### config.mk
export PLATFORM = sky130hd
export DESIGN_NAME = taxi_meter_core_flat
export DESIGN_NICKNAME = d
export VERILOG_FILES = /design/src/rtl/taxi_meter_pkg.sv /design/src/rtl/taxi_meter_if.sv /design/src/rtl/taxi_fare_calc.sv /design/src/rtl/taxi_meter_core.sv /design/src/flat_wrapper.sv
export SDC_FILE = /design/constraint.sdc
export NUM_CORES = 1
export LEC_CHECK = 0
export CAP_MARGIN = 25
export CORE_ASPECT_RATIO = 0.6
export CORE_MARGIN = 1.5
export CORE_UTILIZATION = 55
export CTS_CLUSTER_DIAMETER = 100
export DETAILED_ROUTE_END_ITERATION = 8
export PLACE_DENSITY = 0.89
export SETUP_SLACK_MARGIN = 0.4
export SLEW_MARGIN = 20
export SYNTH_ARGS = -nofsm -noshare
export SYNTH_HDL_FRONTEND = slang
export SYNTH_SLANG_ARGS = --single-unit
### constraint.sdc
create_clock -name clk -period 6.1 [get_ports clk]
set_input_delay 0.61 -clock clk [delete_from_list [all_inputs] [get_ports clk]]
set_output_delay 0.61 -clock clk [all_outputs]
set_load 0.05 [all_outputs]
### src/rtl/taxi_meter_pkg.sv
// taxi_meter_pkg: state encoding, default parameters and saturating add for the taxi meter
package taxi_meter_pkg;
  typedef enum logic [1:0] {IDLE = 2'd0, DRIVE = 2'd1, WAIT = 2'd2, DONE = 2'd3} state_t;
  localparam int DEF_W = 16;
  localparam int DEF_BASE_FARE = 5;
  localparam int DEF_BASE_DIST = 3;
  localparam int DEF_KM_RATE = 2;
  localparam int DEF_WAIT_RATE = 1;
  localparam int DEF_PULSES_PER_UNIT = 10;
  localparam int DEF_TICKS_PER_MIN = 60;
  function automatic logic [63:0] sat_add(input logic [63:0] a, input logic [63:0] b, input logic [63:0] lim);
    logic [64:0] s;
    s = {1'b0, a} + {1'b0, b};
    return (s > {1'b0, lim}) ? lim : s[63:0];
  endfunction
endpackage

### src/rtl/taxi_meter_if.sv
// taxi_meter_if: control strobes and trip outputs of the taxi meter
// Build option TAXI_NIGHT_SURCHARGE_EN adds the night input.
interface taxi_meter_if import taxi_meter_pkg::*; #(parameter int W = DEF_W);
  logic start, stop, clear, halted, wheel_pulse, sec_tick;
`ifdef TAXI_NIGHT_SURCHARGE_EN
  logic night;
`endif
  logic [W-1:0] distance, minute, fare;
  state_t state;
  logic fare_valid;
  modport master (
`ifdef TAXI_NIGHT_SURCHARGE_EN
    output night,
`endif
    output start, stop, clear, halted, wheel_pulse, sec_tick,
    input distance, minute, fare, state, fare_valid
  );
  modport slave (
`ifdef TAXI_NIGHT_SURCHARGE_EN
    input night,
`endif
    input start, stop, clear, halted, wheel_pulse, sec_tick,
    output distance, minute, fare, state, fare_valid
  );
endinterface

### src/rtl/taxi_fare_calc.sv
// taxi_fare_calc: registered, saturating fare from distance and waiting minutes, with optional +50% night rate
module taxi_fare_calc import taxi_meter_pkg::*; #(
  parameter int W = DEF_W,
  parameter int BASE_FARE = DEF_BASE_FARE,
  parameter int BASE_DIST = DEF_BASE_DIST,
  parameter int KM_RATE = DEF_KM_RATE,
  parameter int WAIT_RATE = DEF_WAIT_RATE
) (
  input  logic clk,
  input  logic rst_n,
  input  logic clr,
  input  logic night,
  input  logic [W-1:0] distance,
  input  logic [W-1:0] minute,
  output logic [W-1:0] fare
);
  localparam int FW = 2 * W + 2;
  localparam logic [63:0] MAX = 64'((65'd1 << W) - 65'd1);
  logic [FW-1:0] d, m, km, base;
  logic [W-1:0] sat, nxt;
  always_comb begin
    d = FW'(distance);
    m = FW'(minute);
    km = (d >= FW'(BASE_DIST)) ? FW'(KM_RATE) * (d - FW'(BASE_DIST)) : '0;
    base = FW'(BASE_FARE) + km + FW'(WAIT_RATE) * m;
    // Saturating before the surcharge is exact: a saturated base stays saturated after +50%.
    sat = W'(sat_add(64'(base), 64'd0, MAX));
    nxt = night ? W'(sat_add(64'(sat), 64'(sat >> 1), MAX)) : sat;
  end
  always_ff @(posedge clk or negedge rst_n)
    if (!rst_n) fare <= '0;
    else fare <= clr ? '0 : nxt;
endmodule

### src/rtl/taxi_meter_core.sv
// taxi_meter_core: trip FSM, distance/minute prescalers and counters, registered fare
// Build option TAXI_NIGHT_SURCHARGE_EN latches a night flag at trip start for a +50% fare.
module taxi_meter_core import taxi_meter_pkg::*; #(
  parameter int W = DEF_W,
  parameter int BASE_FARE = DEF_BASE_FARE,
  parameter int BASE_DIST = DEF_BASE_DIST,
  parameter int KM_RATE = DEF_KM_RATE,
  parameter int WAIT_RATE = DEF_WAIT_RATE,
  parameter int PULSES_PER_UNIT = DEF_PULSES_PER_UNIT,
  parameter int TICKS_PER_MIN = DEF_TICKS_PER_MIN
) (
  input logic clk,
  input logic rst_n,
  taxi_meter_if.slave bus
);
  localparam int PW = $clog2(PULSES_PER_UNIT + 1);
  localparam int TW = $clog2(TICKS_PER_MIN + 1);
  localparam logic [63:0] MAX = 64'((65'd1 << W) - 65'd1);
  state_t state, state_n;
  logic [PW-1:0] pcnt;
  logic [TW-1:0] tcnt;
  logic [W-1:0] distance, minute;
  logic fare_valid, night_q, idle_n, p_hit, t_hit, p_wrap, t_wrap;
  always_comb begin
    state_n = state;
    if (state == IDLE) state_n = bus.start ? (bus.halted ? WAIT : DRIVE) : IDLE;
    else if (state == DONE) state_n = bus.clear ? IDLE : DONE;
    else state_n = bus.stop ? DONE : (bus.halted ? WAIT : DRIVE);
  end
  assign idle_n = state_n == IDLE;
  assign p_hit = (state == DRIVE || state == WAIT) && bus.wheel_pulse;
  assign t_hit = state == WAIT && bus.sec_tick;
  assign p_wrap = pcnt == PW'(PULSES_PER_UNIT - 1);
  assign t_wrap = tcnt == TW'(TICKS_PER_MIN - 1);
  always_ff @(posedge clk or negedge rst_n)
    if (!rst_n) begin
      state <= IDLE;
      pcnt <= '0;
      tcnt <= '0;
      distance <= '0;
      minute <= '0;
      fare_valid <= 1'b0;
    end else begin
      state <= state_n;
      // The fare settles one edge after DONE is entered, so valid trails the state by one cycle.
      fare_valid <= state == DONE && state_n == DONE;
      if (idle_n) begin
        pcnt <= '0;
        tcnt <= '0;
        distance <= '0;
        minute <= '0;
      end else begin
        if (p_hit) pcnt <= p_wrap ? '0 : pcnt + PW'(1);
        if (p_hit && p_wrap) distance <= W'(sat_add(64'(distance), 64'd1, MAX));
        if (t_hit) tcnt <= t_wrap ? '0 : tcnt + TW'(1);
        if (t_hit && t_wrap) minute <= W'(sat_add(64'(minute), 64'd1, MAX));
      end
    end
`ifdef TAXI_NIGHT_SURCHARGE_EN
  always_ff @(posedge clk or negedge rst_n)
    if (!rst_n) night_q <= 1'b0;
    else if (state == IDLE && bus.start) night_q <= bus.night;
`else
  assign night_q = 1'b0;
`endif
  taxi_fare_calc #(
    .W(W), .BASE_FARE(BASE_FARE), .BASE_DIST(BASE_DIST), .KM_RATE(KM_RATE), .WAIT_RATE(WAIT_RATE)
  ) u_fare (
    .clk(clk), .rst_n(rst_n), .clr(idle_n), .night(night_q),
    .distance(distance), .minute(minute), .fare(bus.fare)
  );
  assign bus.distance = distance;
  assign bus.minute = minute;
  assign bus.state = state;
  assign bus.fare_valid = fare_valid;
endmodule

### src/flat_wrapper.sv
// flat-port wrapper written by rule: the top's interface ports become plain ports
module taxi_meter_core_flat import taxi_meter_pkg::*;
#(
  parameter int W = DEF_W,
  parameter int BASE_FARE = DEF_BASE_FARE,
  parameter int BASE_DIST = DEF_BASE_DIST,
  parameter int KM_RATE = DEF_KM_RATE,
  parameter int WAIT_RATE = DEF_WAIT_RATE,
  parameter int PULSES_PER_UNIT = DEF_PULSES_PER_UNIT,
  parameter int TICKS_PER_MIN = DEF_TICKS_PER_MIN
)
  (clk, rst_n, bus_start, bus_stop, bus_clear, bus_halted, bus_wheel_pulse, bus_sec_tick, bus_distance, bus_minute, bus_fare, bus_state, bus_fare_valid);
  taxi_meter_if #(.W(W)) bus_i ();
  input logic clk;
  input logic rst_n;
  input wire logic [$bits(bus_i.start)-1:0] bus_start;
  input wire logic [$bits(bus_i.stop)-1:0] bus_stop;
  input wire logic [$bits(bus_i.clear)-1:0] bus_clear;
  input wire logic [$bits(bus_i.halted)-1:0] bus_halted;
  input wire logic [$bits(bus_i.wheel_pulse)-1:0] bus_wheel_pulse;
  input wire logic [$bits(bus_i.sec_tick)-1:0] bus_sec_tick;
  output wire logic [$bits(bus_i.distance)-1:0] bus_distance;
  output wire logic [$bits(bus_i.minute)-1:0] bus_minute;
  output wire logic [$bits(bus_i.fare)-1:0] bus_fare;
  output wire logic [$bits(bus_i.state)-1:0] bus_state;
  output wire logic [$bits(bus_i.fare_valid)-1:0] bus_fare_valid;
  assign bus_i.start = bus_start;
  assign bus_i.stop = bus_stop;
  assign bus_i.clear = bus_clear;
  assign bus_i.halted = bus_halted;
  assign bus_i.wheel_pulse = bus_wheel_pulse;
  assign bus_i.sec_tick = bus_sec_tick;
  assign bus_distance = bus_i.distance;
  assign bus_minute = bus_i.minute;
  assign bus_fare = bus_i.fare;
  assign bus_state = bus_i.state;
  assign bus_fare_valid = bus_i.fare_valid;
  taxi_meter_core #(.W(W), .BASE_FARE(BASE_FARE), .BASE_DIST(BASE_DIST), .KM_RATE(KM_RATE), .WAIT_RATE(WAIT_RATE), .PULSES_PER_UNIT(PULSES_PER_UNIT), .TICKS_PER_MIN(TICKS_PER_MIN)) u_core (.clk(clk), .rst_n(rst_n), .bus(bus_i));
endmodule
==> run summary, run 1 <==
post-synthesis sequential area ratio: 34.0%
Sw Share: 45.9%
via density per instance: 6.34
worst slack, placed: 576 ps
Worst Skew: 4.88 ps
distinct cell type count after synthesis: 52
Post-synth ARST share: 100%
clk_lat worst skew: 330 ps
Cell Area, Synth: 4480 um2
Hold Crit Class: in2async
worst-margin pin slew: 943 ps
Post-Synthesis Cells: 531
final WL: 12500 um
Sw Pwr: 1.15 mW
initial antenna violation count: 0
number of max-cap violations: 0
critical path arrival: 5680 ps
Multi-input gate area: 2820 um2
Combinational Power Share: 57.9%
# hold bufs at CTS: 0
Final Setup Violations: 0
sequential cell area: 1530 um2
r2r startpoint: u_core.bus.distance[5]
CTS H-tree lvls: 3
CTS Sinks: 61
DR iter-0 viols: 666
outcome: complete, no violations
Reg2Reg Depth: 20
post-cts sizing count: 0
Fmax achieved: 0.182 GHz
Core Area: 7880 um2
vias in the first global route: 4093
Compound-Gate Fraction of Synth Area: 19.9%
Initial Utilization: 56.9%
Fin. Hold Viols: 0
Num CTS Buffers: 9
Crit Path Max Fanout: 16
Nets: 628
Final WS setup: 603 ps
height of the die: 72.9 um
P_int: 1.35 mW
reg2reg setup slack: 600 ps
unrepaired setup endpoints after global routing: no
crit-path cells: or4_4 > or3_1 > nor3_2 > nand3b_1 > nor2b_2 > nor2_1 > ha_1 > ha_1 > inv_1 > fa_1 > nand2b_1 > a21oi_1 > o21ai_0 > a32oi_2 > a21o_1 > a21oi_1 > ha_1 > nor4b_4 > buf_6 > a21oi_1
# IOs: 59
post-CTS setup buffers: 0
Total GRT Usage: 30.0%
Tmin final: 5500 ps
clock-pin slew on the worst setup and hold paths: 50 ps
combinational family with the most area after synthesis: simple AND/OR/NAND/NOR gates
crit path kind: reg2reg
Root Driver: clkbuf_16
final period utilization: 90.1%
CTS tree: done
CTS Buffer Depth: 2
CP endpoint kind: flip-flop
Die Wd: 120 um
VDD IR max: 436 uV
GRT overflow: 0
largest net degree at the start of global routing: 62
first-pass iteration count of the detailed router: 5
mux contribution to synthesized area: 0.698%
Routed Antenna Nets: 0
I/O Buffers: 58
clock share of power: 19.7%
crit path from: u_core.bus.distance[5]
final setup TNS: 0 ps
Flop pwr share: 22.3%
Layout fillers: 621
Synth Flop Type: dfrtp_1
reg2reg end: u_core.u_fare.fare[14]
Routed WL per cell: 18.2 um
Mapped Nets: 581
total leakage power: 2.27 nW
layout cell share with drive strength beyond 1: 6.54%
Yosys Warn Count: 0
Setup crit start kind: flip-flop
Inserted Diodes: 0
Power Density: 460 nW/um2
Simple-Gate Fraction of Synth Area: 23.0%
max-slew violation count: 0
Post-route DRC: 0
number of flops mapped to enable cells by yosys: 0
synthesized area per cell: 8.45 um2
Rel. slew slack: 36.9%
Req. time, crit path: 6280 ps
#FFs+latches synth: 61
row count: 25
final RePlAce weighted congestion: 0.969
Via Count: 4368
first-pass GRT wire length: 20500 um
layout overhead on the synthesized area: 21.2%
XOR/XNOR Fraction of Synth Area: 6.45%
die area: 8720 um2
Slowest cell on crit path: or4_4
Critical Path Max Stage Delay: 590 ps
Adder-Cell Fraction of Synth Area: 11.9%
post-DP HPWL: 8830 um
CP endpoint: u_core.u_fare.fare[14]
==> layout by cell type, fill, tap and decap left out, drive strengths merged, types with 5 or more instances in the layout <==
master,count
a211oi,5
a21o,5
a21oi,54
a311oi,5
a31oi,13
and3,7
buf,6
clkbuf,12
clkdlybuf4s50,57
dfrtp,61
ha,41
inv,16
nand2,31
nand2b,8
nand3,19
nand4,16
nor2,57
nor2b,5
nor3,31
nor4,8
o21ai,42
xnor2,21
xor2,12
==> logic make-up (layout without fill, tap and decap cells) <==
group	after synthesis	in the layout
simple gates	204	204
compound gates	145	145
flops	61	61
buf+inv	43	93
fa+ha+maj	42	42
xor+xnor	33	33
mux	3	3
==> worst min path at each step <==
| stage | endpoint | depth (start not counted) | slack, ps | from |
|---|---|---|---|---|
| final | u_core.tcnt[5] | 2 | 430 | rst_n |
| after global placement | u_core.tcnt[5] | 1 | 520 | u_core.tcnt[5] |
| after floorplan | u_core.bus.distance[0] | 0 | 310 | rst_n |
| after detailed placement | u_core.tcnt[5] | 1 | 530 | u_core.tcnt[5] |
| after CTS | u_core.bus.minute[6] | 2 | 460 | rst_n |
| after global routing | u_core.tcnt[5] | 2 | 500 | rst_n |
==> metal layers <==
metal | track usage [%] | up-vias | part of all wire (%)
met5 | 0 | - | 0
met4 | 7.41 | 0 | 1.0
met3 | 10.9 | 20 | 11
met2 | 45.3 | 238 | 44
met1 | 41.2 | 2081 | 44
li1 | - | 2029 | -
==> sequential cells by signal (all words and copies together), names as in the netlist <==
register,flops
u_core.u_fare.fare,16
u_core.bus.distance,16
u_core.tcnt,6
u_core.bus.minute,16
u_core.pcnt,4
u_core.bus.state,2
u_core.bus.fare_valid,1
==> power groups by stage <==
stage                     clock network [mW]  logic [mW]  registers, mW
final                                  0.493        1.45          0.558
after global routing                   0.521        1.57          0.568
after global placement                     0        1.36          0.561
after CTS                              0.498        1.41          0.557
after detailed placement                   0        1.40          0.562
after floorplan                            0       0.817          0.790
==> critical path: cells and delay by family (launching register included) <==
family | cells | cell delay [ps]
AOI/OAI and AO/OA | 6 | 1110
adders and majority gates | 4 | 1120
buffers and inverters | 2 | 290
DFF | 1 | 530
and+or+nand+nor | 8 | 2280
==> metrics by stage <==
step                      utilization, %  power [mW]  hold slack, ps  instance area, um2  cells
after floorplan                        -        1.61             314                4490    531
after global placement              65.1        1.92             516                5130    675
after detailed placement            65.1        1.96             534                5130    675
after CTS                           68.7        2.47             463                5420    689
after global routing                69.0        2.66             504                5440    689
final                               69.0        2.50             429                5440    689
==> cell usage after synthesis (4+ instances only) <==
master,number,share of area [%]
dfrtp_1,61,34
nand2_1,31,2.6
nor2b_1,5,0.70
a21o_1,5,0.84
a21oi_2,10,2.0
ha_1,41,11
nor3b_1,4,0.67
inv_1,16,1.3
nand4_1,16,2.2
and3_1,7,0.98
o21ai_0,42,4.7
a31oi_1,13,1.8
nor2_1,57,4.8
a211oi_1,5,0.84
a21oi_1,44,4.9
nand2b_1,8,1.1
o211ai_1,4,0.67
a311oi_1,5,0.98
nor3_1,31,3.5
clkbuf_1,22,1.8
xor2_1,12,2.3
xnor2_1,21,4.1
nand3_1,19,2.1
or3_1,4,0.56
nor4_1,8,1.1
==> final cells by class <==
type	count	area share, %
multi-input combinational	427	51.8
sequential	61	28.1
timing repair buffer	63	11.3
clock buffer	12	4.53
tap	108	2.49
inverter	16	1.10
clock inverter	2	0.645
Note: power is estimated with default switching activity, not from simulation.
==> inputs of run 2 (changes only) <==
--- a/config.mk
+++ b/config.mk
@@ -11,7 +11,7 @@
 export CORE_UTILIZATION = 55
 export CTS_CLUSTER_DIAMETER = 100
 export DETAILED_ROUTE_END_ITERATION = 8
-export PLACE_DENSITY = 0.89
+export PLACE_DENSITY = 0.8
 export SETUP_SLACK_MARGIN = 0.4
 export SLEW_MARGIN = 20
 export SYNTH_ARGS = -nofsm -noshare
==> run 2 against run 1 <==
Effect of this change:
- via count hardly changed
- die area stayed put
- critical path depth unchanged
- clock-buffer cell count increased by 1
- flip-flop and latch count did not move
- sequential share of layout area down 0.097 points
- largest cell class unchanged
==> run summary, run 2 (synthesized netlist as in run 1, its figures left out) <==
outcome: complete, no violations
Rel. slew slack: 35.9% (-1.0 points)
CTS tree: done
max-slew violation count: 0 (unchanged)
Fmax achieved: 0.184 GHz (+1.1%)
CTS Sinks: 61 (unchanged)
Layout fillers: 630 (+1.4%)
Setup crit start kind: flip-flop
Slowest cell on crit path: or4_4
commonest non-fill, non-tap cell in the layout: dfrtp_1
height of the die: 72.9 um (unchanged)
clk_lat worst skew: 330 ps (about the same)
first-pass GRT wire length: 20400 um (-0.30%)
post-CTS setup buffers: 0 (unchanged)
Fin. Hold Viols: 0 (unchanged)
final WL: 12400 um (-0.48%)
via density per instance: 6.34 (about the same)
Buf/Inv on CP: 2 (unchanged)
first-pass iteration count of the detailed router: 7 (+2)
biggest regs: u_core.bus.distance (16), u_core.bus.minute (16), u_core.u_fare.fare (16)
worst-margin pin slew: 958 ps (+15.7 ps)
Tmin final: 5440 ps (-59.2 ps)
CP top delay family: simple AND/OR/NAND/NOR gates
Crit Path Max Fanout: 16 (unchanged)
Placed Instances: 675 (unchanged)
row count: 25 (unchanged)
Die Wd: 120 um (unchanged)
Post-Layout Cell Count: 689 (unchanged)
unrepaired setup endpoints after global routing: no
I/O Buffers: 58 (unchanged)
CTS Buffer Depth: 2 (unchanged)
Critical Path Max Stage Delay: 580 ps (about the same)
Final Cell Area: 5450 um2 (+0.35%)
Req. time, crit path: 6280 ps (about the same)
# IOs: 59 (unchanged)
Via Count: 4370 (+0.046%)
post-cts sizing count: 0 (unchanged)
clock-pin slew on the worst setup and hold paths: 50 ps (about the same)
fin util: 69.2% (+0.24 points)
critical path arrival: 5620 ps (-60 ps)
Core Area: 7880 um2 (unchanged)
post-DP HPWL: 8710 um (-1.3%)
number of max-cap violations: 0 (unchanged)
GRT overflow: 0 (unchanged)
layout overhead on the synthesized area: 21.6%
largest net degree at the start of global routing: 62 (unchanged)
Power Density: 461 nW/um2 (+0.30%)
vias in the first global route: 4043 (-1.2%)
Routed WL per cell: 18.1 um (-0.48%)
initial antenna violation count: 0 (unchanged)
layout cell share with drive strength beyond 1: 6.71% (+0.17 points)
Num CTS Buffers: 9 (unchanged)
total leakage power: 2.28 nW (+0.41%)
VDD IR max: 395 uV (-9.3%)
Total GRT Usage: 29.8% (-0.16 points)
crit path kind: reg2reg
# hold bufs at CTS: 0 (unchanged)
final setup TNS: 0 ps (unchanged)
Post-route DRC: 0 (unchanged)
CP endpoint kind: flip-flop
Placement Cell Area: 5130 um2 (unchanged)
Inserted Diodes: 0 (unchanged)
crit-path cells: or4_4 > or3_1 > nor3_2 > nand3b_1 > nor2b_2 > nor2_1 > ha_1 > ha_1 > inv_1 > fa_1 > nand2b_1 > a21oi_1 > o21ai_0 > a32oi_2 > a21o_1 > a21oi_1 > ha_1 > nor4b_4 > buf_6 > a21oi_1
Worst Skew: 7.09 ps (+2.21 ps)
commonest non-fill, non-tap cells in the layout: dfrtp_1 (61), nor2_1 (57), clkdlybuf4s50_1 (57), a21oi_1 (44), o21ai_0 (42)
Initial Utilization: 56.9% (unchanged)
CTS H-tree lvls: 3 (unchanged)
final period utilization: 89.1% (-0.97 points)
DR iter-0 viols: 586 (-12%)
die area: 8720 um2 (unchanged)
Root Driver: clkbuf_16
Routed Antenna Nets: 0 (unchanged)
Final Setup Violations: 0 (unchanged)
final RePlAce weighted congestion: 0.949 (-2.0%)
Hold Crit Class: in2async
Nets: 628 (unchanged)
## run 2: cell count changes in the layout (fill, tap and decap cells not counted)
cell      previous run  this run
clkinv_2             1         0
clkbuf_8             1         3
clkbuf_1             2         1
## run 2: final timing paths
| kind | to | start | cells past startpoint | slack (ps) |
|---|---|---|---|---|
| worst max-delay path | u_core.u_fare.fare[2] | u_core.bus.distance[5] | 20 | 660 |
| worst min-delay path | u_core.tcnt[3] | rst_n | 2 | 430 |
| worst max register to register | u_core.u_fare.fare[2] | u_core.bus.distance[5] | 20 | 660 |
| max in group asynchronous | u_core.bus.minute[15] | rst_n | 2 | 5110 |
| worst min register to register | u_core.tcnt[3] | u_core.tcnt[3] | 1 | 550 |
| min in group clk | u_core.tcnt[3] | u_core.tcnt[3] | 1 | 550 |
## run 2: layer usage
| layer | global-route usage [%] | wire length [um] | share of wire [%] | vias up |
|---|---|---|---|---|
| li1 | - | - | - | 2029 |
| met1 | 43.0 | 5740 | 46 | 2064 |
| met2 | 44.3 | 5350 | 43 | 250 |
| met3 | 7.50 | 1160 | 9.3 | 27 |
| met4 | 9.26 | 201 | 1.6 | 0 |
| met5 | 0 | 0 | 0 | - |
## run 2: final cells by class
class | instances | area (um2) | area share [%]
Sequential cell | 61 | 1530 | 28.0
Tap cell | 108 | 135 | 2.48
Inverter | 16 | 60.1 | 1.10
Multi-Input combinational cell | 427 | 2820 | 51.6
Timing Repair Buffer | 63 | 617 | 11.3
Clock buffer | 13 | 270 | 4.96
Clock inverter | 1 | 30.0 | 0.551
## run 2: report_power, final
group | switching, mW | internal, mW | leakage, nW
clock network | 0.173 | 0.345 | 0.148
logic | 0.907 | 0.534 | 1.32
registers | 0.0597 | 0.497 | 0.809
total | 1.14 | 1.38 | 2.28
## run 2: worst reg2reg max path, stage by stage (launching register included)
cell	delay (ps)
dfrtp_1	510
or4_4	580
or3_1	400
nor3_2	230
nand3b_1	220
nor2b_2	220
nor2_1	70
ha_1	310
ha_1	230
inv_1	80
fa_1	400
nand2b_1	180
a21oi_1	240
o21ai_0	200
a32oi_2	340
a21o_1	170
a21oi_1	60
ha_1	230
nor4b_4	290
buf_6	230
a21oi_1	110
## run 2: metrics by stage
| stage | power, mW | setup slack (ps) | hold WS, ps |
|---|---|---|---|
| global placement | 1.93 | 831 | 523 |
| CTS | 2.50 | 493 | 475 |
| finish | 2.52 | 662 | 434 |
| floorplan | 1.61 | 446 | 314 |
| detailed placement | 1.97 | 539 | 540 |
| global route | 2.67 | 453 | 530 |
==> inputs of run 3 (changes only) <==
==> constraint.sdc (replaced) <==
create_clock -name clk -period 5.95 [get_ports clk]
set_input_delay 0.595 -clock clk [delete_from_list [all_inputs] [get_ports clk]]
set_output_delay 0.595 -clock clk [all_outputs]
set_load 0.05 [all_outputs]
==> run 3 against run 2 <==
Effect of this change:
- register-to-register slack improved by 50 ps
- first-iteration DRC count increased by 1.0%
- total power increased by 4.4%
- combinational power increased by 6%
- clock-buffer cell count decreased by 1
- setup slack improved by 46 ps
- critical path depth unchanged
- non-clock buffer count increased by 2
- global-route usage increased by 0.33 points
- core utilization increased by 0.37 points
- critical path type unchanged
- largest cell class unchanged
==> run summary, run 3 (synthesized netlist as in run 1, its figures left out) <==
outcome: complete, no violations
commonest non-fill, non-tap cell in the layout: dfrtp_1
Rel. slew slack: 38.0% (+2.1 points)
final setup TNS: 0 ps (unchanged)
final RePlAce weighted congestion: 0.978 (+3.0%)
CP top delay family: simple AND/OR/NAND/NOR gates
Core Area: 7880 um2 (unchanged)
first-pass iteration count of the detailed router: 5 (-2)
# IOs: 59 (unchanged)
Combinational Power Share: 58.3% (+1.0 points)
Power Density: 479 nW/um2 (+3.9%)
row count: 25 (unchanged)
largest net degree at the start of global routing: 62 (unchanged)
worst-margin pin slew: 927 ps (-31.4 ps)
CTS Sinks: 61 (unchanged)
Worst Skew: 3.72 ps (-3.37 ps)
CTS tree: done
Routed Antenna Nets: 0 (unchanged)
Slowest cell on crit path: or4_4
global routing usage on met1: 44.1% (+1.1 points)
# hold bufs at CTS: 0 (unchanged)
CTS H-tree lvls: 3 (unchanged)
Placement Cell Area: 5140 um2 (about the same)
crit path from: u_core.bus.distance[4]
Post-route DRC: 0 (unchanged)
crit path kind: reg2reg
final WL: 12700 um (+2.0%)
crit-path most repeated cell: ha_1
Via Count: 4401 (+0.71%)
Root Driver: clkbuf_16
Sw Share: 46.3% (+0.98 points)
Flop pwr share: 21.7% (-0.4 points)
commonest non-fill, non-tap cells in the layout: dfrtp_1 (58), nor2_1 (57), clkdlybuf4s50_1 (57), a21oi_1 (43), o21ai_0 (42)
Pwr Total: 2.63 mW (+4.4%)
post-DP HPWL: 8780 um (+0.79%)
unrepaired setup endpoints after global routing: no
initial antenna violation count: 0 (unchanged)
Buf/Inv on CP: 2 (unchanged)
fin util: 69.6% (+0.37 points)
height of the die: 72.9 um (unchanged)
Req. time, crit path: 6150 ps (-130 ps)
total leakage power: 2.28 nW (about the same)
die area: 8720 um2 (unchanged)
grt met2 use: 43.8% (-0.51 points)
biggest regs: u_core.bus.distance (16), u_core.bus.minute (16), u_core.u_fare.fare (16)
Total GRT Usage: 30.1% (+0.33 points)
Tmin final: 5240 ps (-196 ps)
number of max-cap violations: 0 (unchanged)
VDD IR max: 366 uV (-7.4%)
I/O Buffers: 58 (unchanged)
vias in the first global route: 4041 (-0.049%)
first-pass GRT wire length: 20500 um (+0.68%)
Crit. path cell count: 20 (unchanged)
r2r startpoint: u_core.bus.distance[4]
Initial Utilization: 56.9% (unchanged)
layout overhead on the synthesized area: 22.3%
Hold Crit Class: in2async
clock share of power: 20.0% (-0.6 points)
Setup crit start kind: flip-flop
WHS: 414 ps (-20.6 ps)
Num CTS Buffers: 9 (unchanged)
Final Setup Violations: 0 (unchanged)
Inserted Diodes: 0 (unchanged)
final period utilization: 88.1% (-1.1 points)
P_int: 1.41 mW (+2.6%)
GRT overflow: 0 (unchanged)
CP endpoint kind: flip-flop
Final Cell Area: 5480 um2 (+0.53%)
crit-path cells: or4_4 > or3_4 > nor3_4 > nand3b_1 > nor2b_1 > nor2_1 > ha_1 > ha_1 > inv_1 > fa_1 > nand2b_1 > a21oi_2 > o21ai_0 > a32oi_2 > a21o_1 > a21oi_1 > ha_1 > nor4b_4 > buf_6 > a21oi_1
global routing's busiest layer: met1
Crit Path Max Fanout: 10 (-6)
clock-pin slew on the worst setup and hold paths: 50 ps (about the same)
clk_lat worst skew: 340 ps (about the same)
Reg2Reg Depth: 20 (unchanged)
Fmax achieved: 0.191 GHz (+3.7%)
met3 Track Usage GR: 7.03% (-0.47 points)
via density per instance: 6.35 (+0.13%)
DR iter-0 viols: 592 (+1.0%)
Sw Pwr: 1.22 mW (+6.7%)
max-slew violation count: 0 (unchanged)
critical path arrival: 5440 ps (-180 ps)
CTS Buffer Depth: 2 (unchanged)
Routed WL per cell: 18.3 um (+1.5%)
Critical Path Max Stage Delay: 570 ps (about the same)
Die Wd: 120 um (unchanged)
Fin. Hold Viols: 0 (unchanged)
Nets: 630 (+0.32%)
layout cell share with drive strength beyond 1: 7.86% (+1.2 points)
## run 3: cell count changes in the layout (fill, tap and decap cells not counted), moves of 2 or more
cell / change
clkinv_2: +2
dfrtp_1: -3
dfrtp_2: +3
clkbuf_8: -2
## run 3: worst paths after layout
kind	slack, ps	end
min reg2reg	540	u_core.tcnt[5]
max	710	u_core.u_fare.fare[0]
max in group asynchronous	4970	u_core.bus.distance[5]
min	410	u_core.tcnt[3]
min in group clk	540	u_core.tcnt[5]
max reg2reg	710	u_core.u_fare.fare[0]
## run 3: cell type report
cell class / count / area, um2
clock buffers: 12 / 246
multi-input cells: 427 / 2830
flip-flops and latches: 61 / 1530
fillers: 607 / 2400
repair buffers: 65 / 636
well taps: 108 / 135
clock inverters: 4 / 47.5
inverters: 16 / 60.1
## run 3: timing repair
item,in CTS,in global routing
resized for setup,1,10
cloned,0,1
pin swaps,0,2
setup buffers,0,1
setup endpoints to repair,1,16
## run 3: power by group through the flow
| stage | sequential, mW | clock [mW] | combinational, mW |
|---|---|---|---|
| global placement | 0.574 | 0 | 1.41 |
| global route | 0.581 | 0.550 | 1.65 |
| finish | 0.571 | 0.524 | 1.53 |
| CTS | 0.571 | 0.529 | 1.48 |
| detailed placement | 0.575 | 0 | 1.45 |
| floorplan | 0.810 | 0 | 0.839 |
## run 3: layer usage
metal | vias up | part of all wire (%)
met5 | - | 0
met4 | 0 | 2.1
met3 | 36 | 8.8
met2 | 238 | 43
met1 | 2083 | 46
li1 | 2044 | -
## run 3: stage by stage
stage,setup slack (ps),cells
floorplan,437,531
global placement,696,675
detailed placement,439,675
CTS,526,691
global route,401,693
finish,709,693
